$ cat config.mk
export PLATFORM = sky130hd
export DESIGN_NAME = mem_arb_ctl
export DESIGN_NICKNAME = d
export VERILOG_FILES = /design/src/rtl/mem_arb_ctl.sv
export SDC_FILE = /design/constraint.sdc
export NUM_CORES = 1
export LEC_CHECK = 0
export ABC_AREA = 1
export BUFFER_PORTS_ARGS = -buffer_cell sky130_fd_sc_hd__buf_4
export CORE_UTILIZATION = 45
export CTS_CLUSTER_SIZE = 30
export DETAILED_ROUTE_END_ITERATION = 8
export PLACE_DENSITY = 0.69
export SLEW_MARGIN = 20
export SYNTH_ARGS = -nofsm -noshare
export SYNTH_HDL_FRONTEND = slang
export SYNTH_SLANG_ARGS = --single-unit
$ cat constraint.sdc
create_clock -name clk -period 2.45 [get_ports clk]
set_input_delay 0.3675 -clock clk [delete_from_list [all_inputs] [get_ports clk]]
set_output_delay 0.3675 -clock clk [all_outputs]
set_load 0.03 [all_outputs]
$ cat src/rtl/mem_arb_ctl.sv
// Two-requester round-robin arbiter in front of a single-port register-file memory.
// Optional grant locking is compiled in by defining MEM_ARB_LOCK_EN.
module mem_arb_ctl #(
  parameter int DW = 8,
  parameter int AW = 4
) (
  input  logic          clk,
  input  logic          rst,
  input  logic          req0,
  input  logic          req1,
  input  logic          we0,
  input  logic          we1,
  input  logic [AW-1:0] addr0,
  input  logic [AW-1:0] addr1,
  input  logic [DW-1:0] wdata0,
  input  logic [DW-1:0] wdata1,
  input  logic          lock0,
  input  logic          lock1,
  output logic          gnt0,
  output logic          gnt1,
  output logic [DW-1:0] rdata0,
  output logic [DW-1:0] rdata1
);

  localparam logic [1:0] S_IDLE = 2'd0;
  localparam logic [1:0] S_G0   = 2'd1;
  localparam logic [1:0] S_G1   = 2'd2;

  logic [1:0]    r_state;
  logic [1:0]    w_state_nxt;
  logic          r_ptr;
  logic          w_ptr_nxt;
  logic          w_hold0;
  logic          w_hold1;
  logic [DW-1:0] r_mem [2**AW];

`ifdef MEM_ARB_LOCK_EN
  // A locked owner keeps the memory for as long as it asserts req and lock.
  assign w_hold0 = (r_state == S_G0) && req0 && lock0;
  assign w_hold1 = (r_state == S_G1) && req1 && lock1;
`else
  logic w_unused_lock;
  assign w_unused_lock = lock0 | lock1;
  assign w_hold0       = 1'b0;
  assign w_hold1       = 1'b0;
`endif

  // r_ptr = 0 favours requester 0 on a tie; it flips to the other side after each fresh grant.
  always_comb begin
    w_state_nxt = S_IDLE;
    w_ptr_nxt   = r_ptr;
    if (w_hold0) begin
      w_state_nxt = S_G0;
    end else if (w_hold1) begin
      w_state_nxt = S_G1;
    end else if (req0 && (!req1 || !r_ptr)) begin
      w_state_nxt = S_G0;
      w_ptr_nxt   = 1'b1;
    end else if (req1) begin
      w_state_nxt = S_G1;
      w_ptr_nxt   = 1'b0;
    end
  end

  always_ff @(posedge clk) begin
    if (rst) begin
      r_state <= S_IDLE;
      r_ptr   <= 1'b0;
    end else begin
      r_state <= w_state_nxt;
      r_ptr   <= w_ptr_nxt;
    end
  end

  assign gnt0 = (r_state == S_G0);
  assign gnt1 = (r_state == S_G1);

  // Write commits on the edge that ends the grant cycle; a reset on that edge aborts it.
  always_ff @(posedge clk) begin
    if (!rst) begin
      if (gnt0 && we0) begin
        r_mem[addr0] <= wdata0;
      end else if (gnt1 && we1) begin
        r_mem[addr1] <= wdata1;
      end
    end
  end

  assign rdata0 = gnt0 ? r_mem[addr0] : '0;
  assign rdata1 = gnt1 ? r_mem[addr1] : '0;

endmodule

After elaboration in Yosys (flattened, before gate mapping):

Memory sizes are Yosys's and may differ from the RTL's.
Index checks and enable logic that the tools add are counted.

* reductions and logical operators: 9
* equality and inequality tests: 2
* muxes and demuxes: 16

Operators by type and width (number)
* 8-bit 2-to-1 mux: 3
* 1-bit 2-to-1 mux: 11
* 8-bit OR reduction: 1
* 4-bit 2-to-1 mux: 1
* 1-bit logical AND: 3
* 2-bit by 1-bit == test with 1-bit output (second input constant): 1
* 2-bit == test (second input constant): 1
* 1-bit logical NOT: 2
* 2-bit 2-to-1 mux: 1
* 2-bit nonzero test: 1
* 2-bit OR reduction: 1
* 1-bit logical OR: 1

* memories kept: 1
* input port bits: 32
* bits in registers: 3
* output and inout bits: 18
* word-level logic and storage cells: 31
* bits in writable memories: 128

Memory list
* r_mem: words 16, width 8, read ports 2, clocked after memory_dff 0, write ports 1, line 35 `logic [DW-1:0] r_mem [2**AW];`

Longest topological paths before layout:

* depth after elaboration: 8
* gate-level depth with buffers: 9
* mapped depth without buffers: 8

Least setup slack after synthesis:

No wires, ideal clock.

* path type: register to register
* from: reg r_state[1]
* to: mem r_mem[13][0], enable pin
* slack: 0.552 ns
* path buffers: 1
* stages on the path, launching flop included: 10
* setup time: 0.370 ns
* data arrival time: 1.528 ns
* clock period less this slack: 1.898 ns
* cells stage by stage: dfxtp_1 > inv_2 > nor2_4 > nand3_4 > buf_6 > nand2_2 > o21ai_2 > inv_2 > nand2_2 > nor2_1

* cells in the longest elaborated chain, start to end: 8
* elaborated cells on any way between the ends: 14
* those cells by class: eq/ne (2); mux (9); reduce/logical (3)

RTL lines
* start, declared: line 29 `logic [1:0] r_state;`
* start signal, assigned: line 70 `r_state <= w_state_nxt;`
* 2-bit == test (*): line 76 `assign gnt1 = (r_state == S_G1);`
* via gnt1: line 20 `output logic gnt1,`
* 1-bit logical AND (*): line 83 `end else if (gnt1 && we1) begin`
* 1-bit 2-to-1 mux (*): line 83
* 1-bit 2-to-1 mux (*): line 81 `if (gnt0 && we0) begin`
* 1-bit 2-to-1 mux (*): line 80 `if (!rst) begin`
* 1-bit 2-to-1 mux (not written as such) (*): line 84 `r_mem[addr1] <= wdata1;`
* 8-bit OR reduction (no line)
* 4-bit 2-to-1 mux (no line) or 1-bit 2-to-1 mux (tied branches)
* end, declared: line 35

Mark *: on every way through the listed nets, which the timed path passes. The rest lies on a longest branch.

Worst setup path in the final report:

* from: in addr0[1]
* to: out rdata0[1]

* cells in the longest elaborated chain, start to end: 2

RTL lines
* start, declared: line 13 `input logic [AW-1:0] addr0,`
* memory read 16 x 8 bit
* 8-bit 2-to-1 mux: line 89 `assign rdata0 = gnt0 ? r_mem[addr0] : '0;`
* end, declared: line 21 `output logic [DW-1:0] rdata0,`

No other way between the ends.

==> flow_summary.toml <==
[run_status]
outcome = "finished clean"

[drt]
vias = 6229
drc_errors = 0
antenna_left = 0
firstDrtPassIters = 5
wl_um = 20700
wl_per_cell_um = 18.1
drt-vias-per-instance = 5.44
drtIter0Drc = 903

[worst_hold_path]
hold_class = "input pin to flop"

[power]
internal-power_uw = 4160
power_leakage_uw = 0.00378
seq_power_share_pct = 44.6
peakVddDrop_mv = 0.482
power_density_mw_per_mm2 = 659
p_sw_share_pct = 25.1
power_frac_comb_pct = 10.7
clkPwrFrac_pct = 44.7
p_sw_uw = 1390

[clock_network]
cts_max_path_buffers = 2
cts_sinks = 131
cts_resized = 0
htree_levels = 4
insertion_delay_ns = 0.42
clk_pin_slew_ns = 0.06
postCtsHoldBufs = 0
cts_tree = "done"
root_buffer = "clkbuf_16"
post_cts_buffers = 0
cts-buffers-inserted = 17

[placement]
port_buffers = 47
detailed_place_hpwl_um = 12700
place_congestion = 0.923
placed_cell_area_mm2 = 0.00785

[timing]
rsz0062_at_grt = "false"
min_period_ns = 2.11
final-hold-violation-count = 0
drv_slew = 0
min_period_over_period_pct = 86.1
setup-violations-final = 0
worst_slew_pin_slew_ns = 0.514
setup_tns_ns = 0
relSlewSlack_pct = 65.6
fmax_mhz = 474
skew_ns = 0.00619

[critical_path]
crit_fanout = 23
max_stage_delay_ns = 0.24
critPathKind = "input pin to output port"
path_buf_inv = 4
arrival_ns = 1.74
critPathMostFrequentCell = "nand3_1"
end_kind = "output port"
cpMaxStageDelayCell = "a21oi_1"
cp.required_ns = 2.08
cp_top_family = "buffers and inverters"
worstSetupStartpointType = "input pin"
crit_path_cell_trace = "buf_4 > inv_1 > buf_12 > nand3_1 > nand3_1 > nand3_1 > a21oi_1 > buf_4"

[grt]
grt_pass1_wl_um = 31700
grt_pass1_vias = 5710
antenna_found_initial = 0
grt_overflow_total = 0
grt_util_all_layers_pct = 26.6
grt_max_degree = 66

[die]
core_mm2 = 0.0154
die_h_um = 128
num_rows = 45
io_pins = 50
dieArea_mm2 = 0.0164
start_util_pct = 46.6
die_x_um = 128

[layout]
regArea_mm2 = 0.00390
antenna-diode-count = 0
post-route-cell-area_mm2 = 0.00844
n_fill_cell = 1371
multiInputGateArea_mm2 = 0.00246
layout-drive-gt1-share_pct = 13.9
nets = 952
syn_to_final_growth_pct = 17.7

[yosys]
synth_warnings = 0
syn_nets = 905
synth_cells = 873
synth.cell_area_mm2 = 0.00717
yosys_register_bits = 131
postSynthAreaPerCell_um2 = 8.21
synth_cell_type_count = 22
yosysSeqAreaShare_pct = 54.5

[run]
cap_violations = 0
## per-layer routing
metal / track usage, % / vias up / wire (um)
met5: 0 / - / 0
met1: 35.5 / 2907 / 8380
met3: 4.76 / 47 / 1910
met4: 12.5 / 0 / 693
li1: - / 2931 / -
met2: 42.0 / 344 / 9710
## final cells by class
| class | instances | area share, % |
|---|---|---|
| flip-flops and latches | 131 | 46.3 |
| multi-input cells | 545 | 29.1 |
| repair buffers | 78 | 7.98 |
| inverters | 147 | 6.54 |
| clock buffers | 17 | 5.04 |
| well taps | 211 | 3.13 |
| clock inverters | 15 | 1.90 |
## cell families (layout without fill, tap and decap cells)
kind of cell | count (synthesis) | count (layout) | share of synthesized area (%)
DFF | 131 | 131 | 54.5
buffers and inverters | 197 | 257 | 11.2
muxes | 8 | 8 | 1.26
AOI/OAI and AO/OA | 23 | 23 | 1.69
and+or+nand+nor | 514 | 514 | 31.4
## flip-flops by register name (all words and copies together) (netlist names)
| register | flops |
|---|---|
| r_mem | 128 |
| r_state | 2 |
| r_ptr | 1 |
## power groups by stage
stage	combinational (uW)	sequential (uW)	clock, uW
after floorplan	357	2520	0
after global placement	577	2530	0
after detailed placement	582	2530	0
after CTS	586	2480	2490
after global routing	638	2480	2580
final	592	2480	2490
## cell usage in the layout, fill, tap and decap left out, drive strengths merged, types with 8 or more instances in the layout
cell,n
a21oi,17
buf,78
clkbuf,17
clkinv,8
edfxtp,128
inv,147
mux2,8
nand2,266
nand3,230
nor2,18
## per-stage QoR
step	hold slack [ns]	setup WS (ns)	utilization, %	std cells	power [uW]
2_1_floorplan	0.446	0.552	-	873	2880
3_3_place_gp	0.470	0.352	51.1	1112	3100
3_5_place_dp	0.480	0.344	51.1	1112	3110
4_1_cts	0.112	0.344	54.9	1144	5560
5_1_grt	0.124	0.233	54.9	1144	5700
6_report	0.121	0.341	54.9	1144	5560
## synthesized netlist by cell type
master / number / area [um2]
o21ai_1: 3 / 15.0
edfxtp_1: 128 / 3840
clkbuf_1: 10 / 37.5
nand2_2: 4 / 25.0
mux2_2: 8 / 90.1
buf_6: 1 / 11.3
nor2_1: 17 / 63.8
a211oi_1: 1 / 7.51
nand3_1: 229 / 1150
a21oi_1: 17 / 85.1
nand3_4: 1 / 17.5
dfxtp_1: 3 / 60.1
buf_2: 33 / 165
o21ai_2: 1 / 8.76
clkinv_1: 2 / 7.51
inv_1: 141 / 529
nor2_4: 1 / 11.3
buf_4: 4 / 30.0
o21ai_0: 1 / 5.00
inv_2: 4 / 15.0
buf_1: 2 / 7.51
nand2_1: 262 / 983
## worst paths after layout
| path | start | to | slack, ns | depth (start not counted) |
|---|---|---|---|---|
| setup / recovery | addr0[1] | rdata0[1] | 0.34 | 8 |
| hold / removal | rst | r_state[1]$_SDFF_PP0_ | 0.12 | 2 |
| setup reg to reg | r_state[0]$_SDFF_PP0_ | r_mem[7][2]$_DFFE_PP_ | 0.54 | 7 |
| hold reg to reg | r_ptr$_SDFFE_PP0P_ | r_ptr$_SDFFE_PP0P_ | 0.49 | 2 |
## worst register-to-register path, stage by stage (launching register included)
cell     delay, ns
dfxtp_1       0.37
nand2_1       0.33
inv_1         0.18
nand3_1       0.10
nand2_2       0.13
nand3_1       0.17
nor2_1        0.13
buf_4         0.21
Power figures use the tool's default switching activity.
